File: src/rtl/ctrl_pkg.sv
// Opcode map, sequencer states and execute-length lookup shared by the MiniSRC step sequencer.
package ctrl_pkg;

  localparam int OPC_W       = 5;
  localparam int FETCH_STEPS = 3;

  localparam logic [OPC_W-1:0] OP_LD   = 5'd0;
  localparam logic [OPC_W-1:0] OP_LDI  = 5'd1;
  localparam logic [OPC_W-1:0] OP_ST   = 5'd2;
  localparam logic [OPC_W-1:0] OP_ADD  = 5'd3;
  localparam logic [OPC_W-1:0] OP_ORI  = 5'd14;
  localparam logic [OPC_W-1:0] OP_MUL  = 5'd15;
  localparam logic [OPC_W-1:0] OP_DIV  = 5'd16;
  localparam logic [OPC_W-1:0] OP_NEG  = 5'd17;
  localparam logic [OPC_W-1:0] OP_NOT  = 5'd18;
  localparam logic [OPC_W-1:0] OP_BR   = 5'd19;
  localparam logic [OPC_W-1:0] OP_JR   = 5'd20;
  localparam logic [OPC_W-1:0] OP_JAL  = 5'd21;
  localparam logic [OPC_W-1:0] OP_IN   = 5'd22;
  localparam logic [OPC_W-1:0] OP_OUT  = 5'd23;
  localparam logic [OPC_W-1:0] OP_MFHI = 5'd24;
  localparam logic [OPC_W-1:0] OP_MFLO = 5'd25;
  localparam logic [OPC_W-1:0] OP_NOP  = 5'd26;
  localparam logic [OPC_W-1:0] OP_HALT = 5'd27;

  typedef enum logic [1:0] {
    S_FETCH,
    S_EXEC,
    S_HALTED,
    S_FAULT
  } seq_state_t;

  // Number of execute steps (T3 onward); unknown opcodes behave as a one-step nop.
  function automatic logic [2:0] exec_steps(input logic [OPC_W-1:0] op);
    logic [2:0] n;
    n = 3'd1;
    case (op) inside
      OP_LD, OP_MUL, OP_DIV:                          n = 3'd4;
      [OP_ADD:OP_ORI], OP_NEG, OP_NOT,
      OP_LDI, OP_ST, OP_BR:                           n = 3'd3;
      OP_JR, OP_JAL:                                  n = 3'd2;
      OP_IN, OP_OUT, OP_MFHI, OP_MFLO, OP_NOP, OP_HALT: n = 3'd1;
      default:                                        n = 3'd1;
    endcase
    return n;
  endfunction

  function automatic logic is_illegal(input logic [OPC_W-1:0] op);
    return op > OP_HALT;
  endfunction

endpackage

File: src/rtl/ctrl_step_counter.sv
// Step index register with one-hot encode; advances, wraps to T0, or parks at all-zero.
module ctrl_step_counter #(
  parameter  int MAX_STEPS = 8,
  localparam int IDX_W     = $clog2(MAX_STEPS)
) (
  input  logic                 iClk,
  input  logic                 nRst,
  input  logic                 adv,
  input  logic                 wrap,
  input  logic                 park,
  input  logic                 resume,
  output logic [IDX_W-1:0]     step_idx,
  output logic [MAX_STEPS-1:0] step_oh
);

  always_ff @(posedge iClk or negedge nRst) begin
    if (!nRst) begin
      step_idx <= '0;
      step_oh  <= MAX_STEPS'(1);
    end else if (park) begin
      step_idx <= '0;
      step_oh  <= '0;
    end else if (resume || (adv && wrap)) begin
      step_idx <= '0;
      step_oh  <= MAX_STEPS'(1);
    end else if (adv) begin
      step_idx <= step_idx + IDX_W'(1);
      step_oh  <= step_oh << 1;
    end
  end

endmodule

File: src/rtl/ctrl_sequencer.sv
// MiniSRC multicycle step sequencer: instruction register, fetch/execute walk, halt and pulses.
// Optional stall watchdog enabled by defining CTRL_SEQUENCER_TIMEOUT_EN.
module ctrl_sequencer
  import ctrl_pkg::*;
#(
  parameter int DATA_W    = 32,
  parameter int MAX_STEPS = 8,
  parameter int TIMEOUT   = 255
) (
  input  logic                 iClk,
  input  logic                 nRst,
  input  logic                 iRdy,
  input  logic                 iRun,
  input  logic [DATA_W-1:0]    iMemData,
  output logic [DATA_W-1:0]    oIR,
  output logic [4:0]           oOpcode,
  output logic [MAX_STEPS-1:0] oStep,
  output logic                 oFetch,
  output logic                 oIR_en,
  output logic                 oDone,
  output logic                 oIllegal,
  output logic                 oHalted,
  output logic                 oFault
);

  localparam int IDX_W = $clog2(MAX_STEPS);
  localparam logic [IDX_W-1:0] T2_IDX = IDX_W'(FETCH_STEPS - 1);

  seq_state_t              state;
  logic [DATA_W-1:0]       ir;
  logic                    done_q;
  logic                    ill_q;
  logic [IDX_W-1:0]        step_idx;
  logic [MAX_STEPS-1:0]    step_oh;
  logic [OPC_W-1:0]        opcode;
  logic [IDX_W-1:0]        last_idx;
  logic                    active;
  logic                    is_last;
  logic                    timeout_hit;
  logic                    adv;
  logic                    park;
  logic                    resume;

  assign opcode   = ir[DATA_W-1 -: OPC_W];
  assign last_idx = T2_IDX + IDX_W'(exec_steps(opcode));
  assign active   = (state == S_FETCH) || (state == S_EXEC);
  assign is_last  = (state == S_EXEC) && (step_idx == last_idx);
  assign adv      = active && iRdy && !timeout_hit;
  // Halt retires into HALTED instead of wrapping; a timeout abandons the step outright.
  assign park     = (adv && is_last && (opcode == OP_HALT)) || (active && timeout_hit);
  assign resume   = (state == S_HALTED) && iRun;

`ifdef CTRL_SEQUENCER_TIMEOUT_EN
  localparam int TO_W = $clog2(TIMEOUT + 1);
  logic [TO_W-1:0] to_cnt;

  always_ff @(posedge iClk or negedge nRst) begin
    if (!nRst) begin
      to_cnt <= '0;
    end else if (active) begin
      if (iRdy)
        to_cnt <= '0;
      else if (to_cnt != TO_W'(TIMEOUT))
        to_cnt <= to_cnt + TO_W'(1);
    end
  end

  assign timeout_hit = active && (to_cnt == TO_W'(TIMEOUT));
  assign oFault      = (state == S_FAULT);
`else
  logic unused_timeout;
  assign unused_timeout = ^TIMEOUT;
  assign timeout_hit    = 1'b0;
  assign oFault         = 1'b0;
`endif

  ctrl_step_counter #(
    .MAX_STEPS (MAX_STEPS)
  ) u_step (
    .iClk     (iClk),
    .nRst     (nRst),
    .adv      (adv),
    .wrap     (is_last),
    .park     (park),
    .resume   (resume),
    .step_idx (step_idx),
    .step_oh  (step_oh)
  );

  always_ff @(posedge iClk or negedge nRst) begin
    if (!nRst) begin
      state  <= S_FETCH;
      ir     <= '0;
      done_q <= 1'b0;
      ill_q  <= 1'b0;
    end else begin
      done_q <= 1'b0;
      ill_q  <= 1'b0;
      case (state)
        S_FETCH: begin
          if (timeout_hit) begin
            state <= S_FAULT;
          end else if (adv && (step_idx == T2_IDX)) begin
            ir    <= iMemData;
            state <= S_EXEC;
          end
        end
        S_EXEC: begin
          if (timeout_hit) begin
            state <= S_FAULT;
          end else if (adv && is_last) begin
            if (opcode == OP_HALT) begin
              state <= S_HALTED;
            end else begin
              state  <= S_FETCH;
              done_q <= 1'b1;
              ill_q  <= is_illegal(opcode);
            end
          end
        end
        S_HALTED: begin
          if (iRun) begin
            state  <= S_FETCH;
            done_q <= 1'b1;
          end
        end
        default: state <= S_FAULT;
      endcase
    end
  end

  assign oIR      = ir;
  assign oOpcode  = opcode;
  assign oStep    = step_oh;
  assign oFetch   = (state == S_FETCH);
  assign oIR_en   = (state == S_FETCH) && (step_idx == T2_IDX);
  assign oDone    = done_q;
  assign oIllegal = ill_q;
  assign oHalted  = (state == S_HALTED);

endmodule

File: config.mk
export PLATFORM = sky130hd
export DESIGN_NAME = ctrl_sequencer
export DESIGN_NICKNAME = d
export VERILOG_FILES = /design/src/rtl/ctrl_pkg.sv /design/src/rtl/ctrl_step_counter.sv /design/src/rtl/ctrl_sequencer.sv
export SDC_FILE = /design/constraint.sdc
export NUM_CORES = 1
export LEC_CHECK = 0
export CORE_MARGIN = 8
export CORE_UTILIZATION = 46
export CTS_CLUSTER_SIZE = 40
export DETAILED_ROUTE_END_ITERATION = 8
export GPL_TIMING_DRIVEN = 0
export PLACE_DENSITY_LB_ADDON = 0.2
export SLEW_MARGIN = 15
export SYNTH_ARGS = -nofsm -noshare
export SYNTH_HDL_FRONTEND = slang
export SYNTH_SLANG_ARGS = --single-unit
File: constraint.sdc
create_clock -name iClk -period 5.8 [get_ports iClk]
set_input_delay 1.16 -clock iClk [delete_from_list [all_inputs] [get_ports iClk]]
set_output_delay 1.16 -clock iClk [all_outputs]
set_load 0.05 [all_outputs]
==> summary.md <==
| Metric | Value |
|---|---|
| Critical R2R Capture | state[1] |
| Crit path from | state[0] |
| Setup violations, final | 0 |
| Worst-skew pair later-pin latency | 0.29 ns |
| Register area | 1180 um2 |
| Worst-path clk slew | 0.08 ns |
| Antenna cell count | 0 |
| Part of the power in registers | 28.2% |
| Hold Startpoint | oIR[7] |
| Total Routing Usage GR | 15.5% |
| Crit-path max FO | 5 |
| Max-Cap Viols | 0 |
| Pleak | 1.40 nW |
| Footprint of the multi-input gates | 882 um2 |
| Rel. slew slack | 63.2% |
| DRT antenna net count | 0 |
| Post-CTS Setup Inserts | 0 |
| Share of cells above drive strength 1 | 22.3% |
| Cells after Synth | 170 |
| Status | finished clean |
| CP endpoint | oIR_en |
| First-pass GRT wire length | 8900 um |
| Routed wire per std cell | 16.9 um |
| Top cells by area, synth | dfrtp_1 (53%), mux2_2 (17%), ha_1 (3.5%) |
| Mapped Avg Cell Area | 12.7 um2 |
| Via/cell ratio | 5.21 |
| PortBufs | 85 |
| Crit path DAT | 2.09 ns |
| Startpoint Class | flop |
| CTS tree | built |
| Routed WL | 5380 um |
| CTS Sinks | 47 |
| Fillers | 358 |
| Critical path class | flop to primary output |
| Vias | 1658 |
| Setup repair after global routing missed its margin | no |
| Ys flop type | dfrtp_1 |
| Depth of the worst register-to-register path | 7 |
| Final HPWL DP | 4220 um |
| Switching share of power | 48.5% |
| Worst-Margin Slew | 0.553 ns |
| Post-route setup TNS | 0 ns |
| Power Total | 2.00 mW |
| Netlist cell types | 43 |
| Final GP Congestion | 0.775 |
| Power Internal | 1.03 mW |
| Register area share after synthesis | 54.4% |
| Largest net degree at the start of global routing | 29 |
| Synth area leader | dfrtp_1 |
| Tcrit/Tclk final | 56.1% |
| Syn-to-layout area delta | 47.7% |
| Syn nets | 212 |
| Async S/R FF share, synth | 100% |
| Hold_buf cts | 0 |
| Chip Width | 84.6 um |
| Synthesis-stage register bit count | 47 |
| TritonCTS buffer count | 5 |
| Drt pass-1 iters | 4 |
| Combinational Power Share | 61.2% |
| Hold Fails Final Rpt | 0 |
| Final-report max-slew violation count | 0 |
| Initial antenna violation count | 0 |
| EDFF count, synth | 0 |
| Total die area | 7160 um2 |
| PD cells | 626 nW/um2 |
| FF-to-FF setup slack | 3.66 ns |
| RR Startpoint | oIR[29] |
| Switching Power | 971 uW |
| Die Y | 84.6 um |
| Clock Path Buffers | 2 |
| Initial cell density of the core | 46.8% |
| Final #Nets | 305 |
| Worst VDD drop | 0.333 mV |
| Overflow after GRT | 0 |
| Worst Skew | 0.00501 ns |
| Mapped Area | 2160 um2 |
| DRC Markers | 0 |
| Clk pwr share | 10.6% |
| Crit. End Element | primary output |
| IO Pins | 87 |
| H-tree depth | 2 |
| Fmax | 307 MHz |
| Req. time, crit path | 4.64 ns |
| Worst min path class | flop to flop |
| Area of the core | 4630 um2 |
| Root Buffer | clkbuf_8 |
| Row count | 25 |
| Post-CTS sizing | 0 |
| Synth warn | 0 |
| Post-synth top area share | 53.2% |
| Number of global-route vias before repair | 1777 |
| Fin crit period | 3.25 ns |
| Initial DRC count | 29 |
==> flip-flops by register name, indices dropped and copies added, names as in the netlist <==
register / flops
oDone: 1
oIR: 32
state: 2
oIllegal: 1
u_step.step_idx: 3
u_step.step_oh: 8
==> layout make-up <==
| cell class | instances | share of cell area (%) |
|---|---|---|
| Sequential cell | 47 | 36.8 |
| Multi-Input combinational cell | 105 | 27.6 |
| Timing Repair Buffer | 86 | 27.1 |
| Clock buffer | 8 | 3.13 |
| Buffer | 14 | 2.82 |
| Tap cell | 54 | 2.11 |
| Inverter | 4 | 0.469 |
==> critical path, cell delays in order, from the launching register on <==
cell	delay, ns
dfrtp_1	0.41
inv_1	0.10
ha_1	0.24
and3b_1	0.23
clkdlybuf4s50_1	0.82
==> cells in the mapped netlist, types with 2 or more instances <==
| cell | number |
|---|---|
| buf_6 | 2 |
| inv_1 | 4 |
| mux2_2 | 32 |
| o21ai_0 | 2 |
| nand3_1 | 12 |
| a211oi_1 | 2 |
| a21boi_1 | 2 |
| nor3_1 | 2 |
| ha_1 | 6 |
| buf_4 | 6 |
| buf_1 | 5 |
| a21oi_1 | 6 |
| nand2_1 | 14 |
| dfrtp_1 | 46 |
==> layer usage <==
metal  wire [um]  global-route usage (%)  up-vias
met5           0                       0        -
met4          80                    4.69        0
met3         359                    5.46        7
met2        2710                    26.3       47
met1        2220                    17.9      821
li1            -                       -      783
==> cells by family after synthesis <==
logic type / synth area share [%]
flip-flops: 54.4
buffers and inverters: 4.85
AO/OA/AOI/OAI: 8.67
XOR/XNOR: 0.809
adder cells (fa/ha/maj): 3.47
multiplexers: 17.1
AND/OR/NAND/NOR: 10.5
other: 0.173
==> worst min path at each step <==
stage	cells past startpoint	end
2_1_floorplan	1	state[1]
3_3_place_gp	1	oIR[16]
3_5_place_dp	1	oIR[5]
4_1_cts	1	oIR[5]
5_1_grt	1	oIR[5]
6_report	1	oIR[7]
==> stage by stage <==
stage	setup slack, ns	hold WS [ns]	utilization, %	cell area [um2]	instances
after CTS	2.54	0.512	69.1	3200	318
after global placement	2.21	0.486	66.6	3080	309
after detailed placement	2.87	0.493	66.9	3100	310
final	2.55	0.508	69.1	3200	318
after global routing	2.45	0.516	69.1	3200	318
after floorplan	3.09	0.523	-	2160	170
==> power by group through the flow <==
| stage | registers, mW | clock network [mW] | logic, mW |
|---|---|---|---|
| 3_5_place_dp | 0.572 | 0 | 1.23 |
| 2_1_floorplan | 0.980 | 0 | 0.415 |
| 5_1_grt | 0.587 | 0.233 | 1.29 |
| 6_report | 0.565 | 0.213 | 1.23 |
| 3_3_place_gp | 0.564 | 0 | 1.22 |
| 4_1_cts | 0.566 | 0.220 | 1.24 |
==> cell usage in the layout (no fill, tap or decap), types with 2 or more instances in the layout <==
cell type / Yosys / routed
clkdlybuf4s50_1: 0 / 84
dfrtp_1: 46 / 46
mux2_2: 32 / 32
nand2_1: 14 / 14
nand3_1: 12 / 12
clkbuf_8: 0 / 7
a21oi_1: 6 / 6
ha_1: 6 / 6
buf_4: 6 / 6
buf_1: 5 / 5
inv_1: 4 / 4
buf_6: 2 / 2
nor3_1: 2 / 2
a211oi_1: 2 / 2
a21boi_1: 2 / 2
clkbuf_1: 1 / 2
o21ai_0: 2 / 2
(Power assumes the default switching activity.)
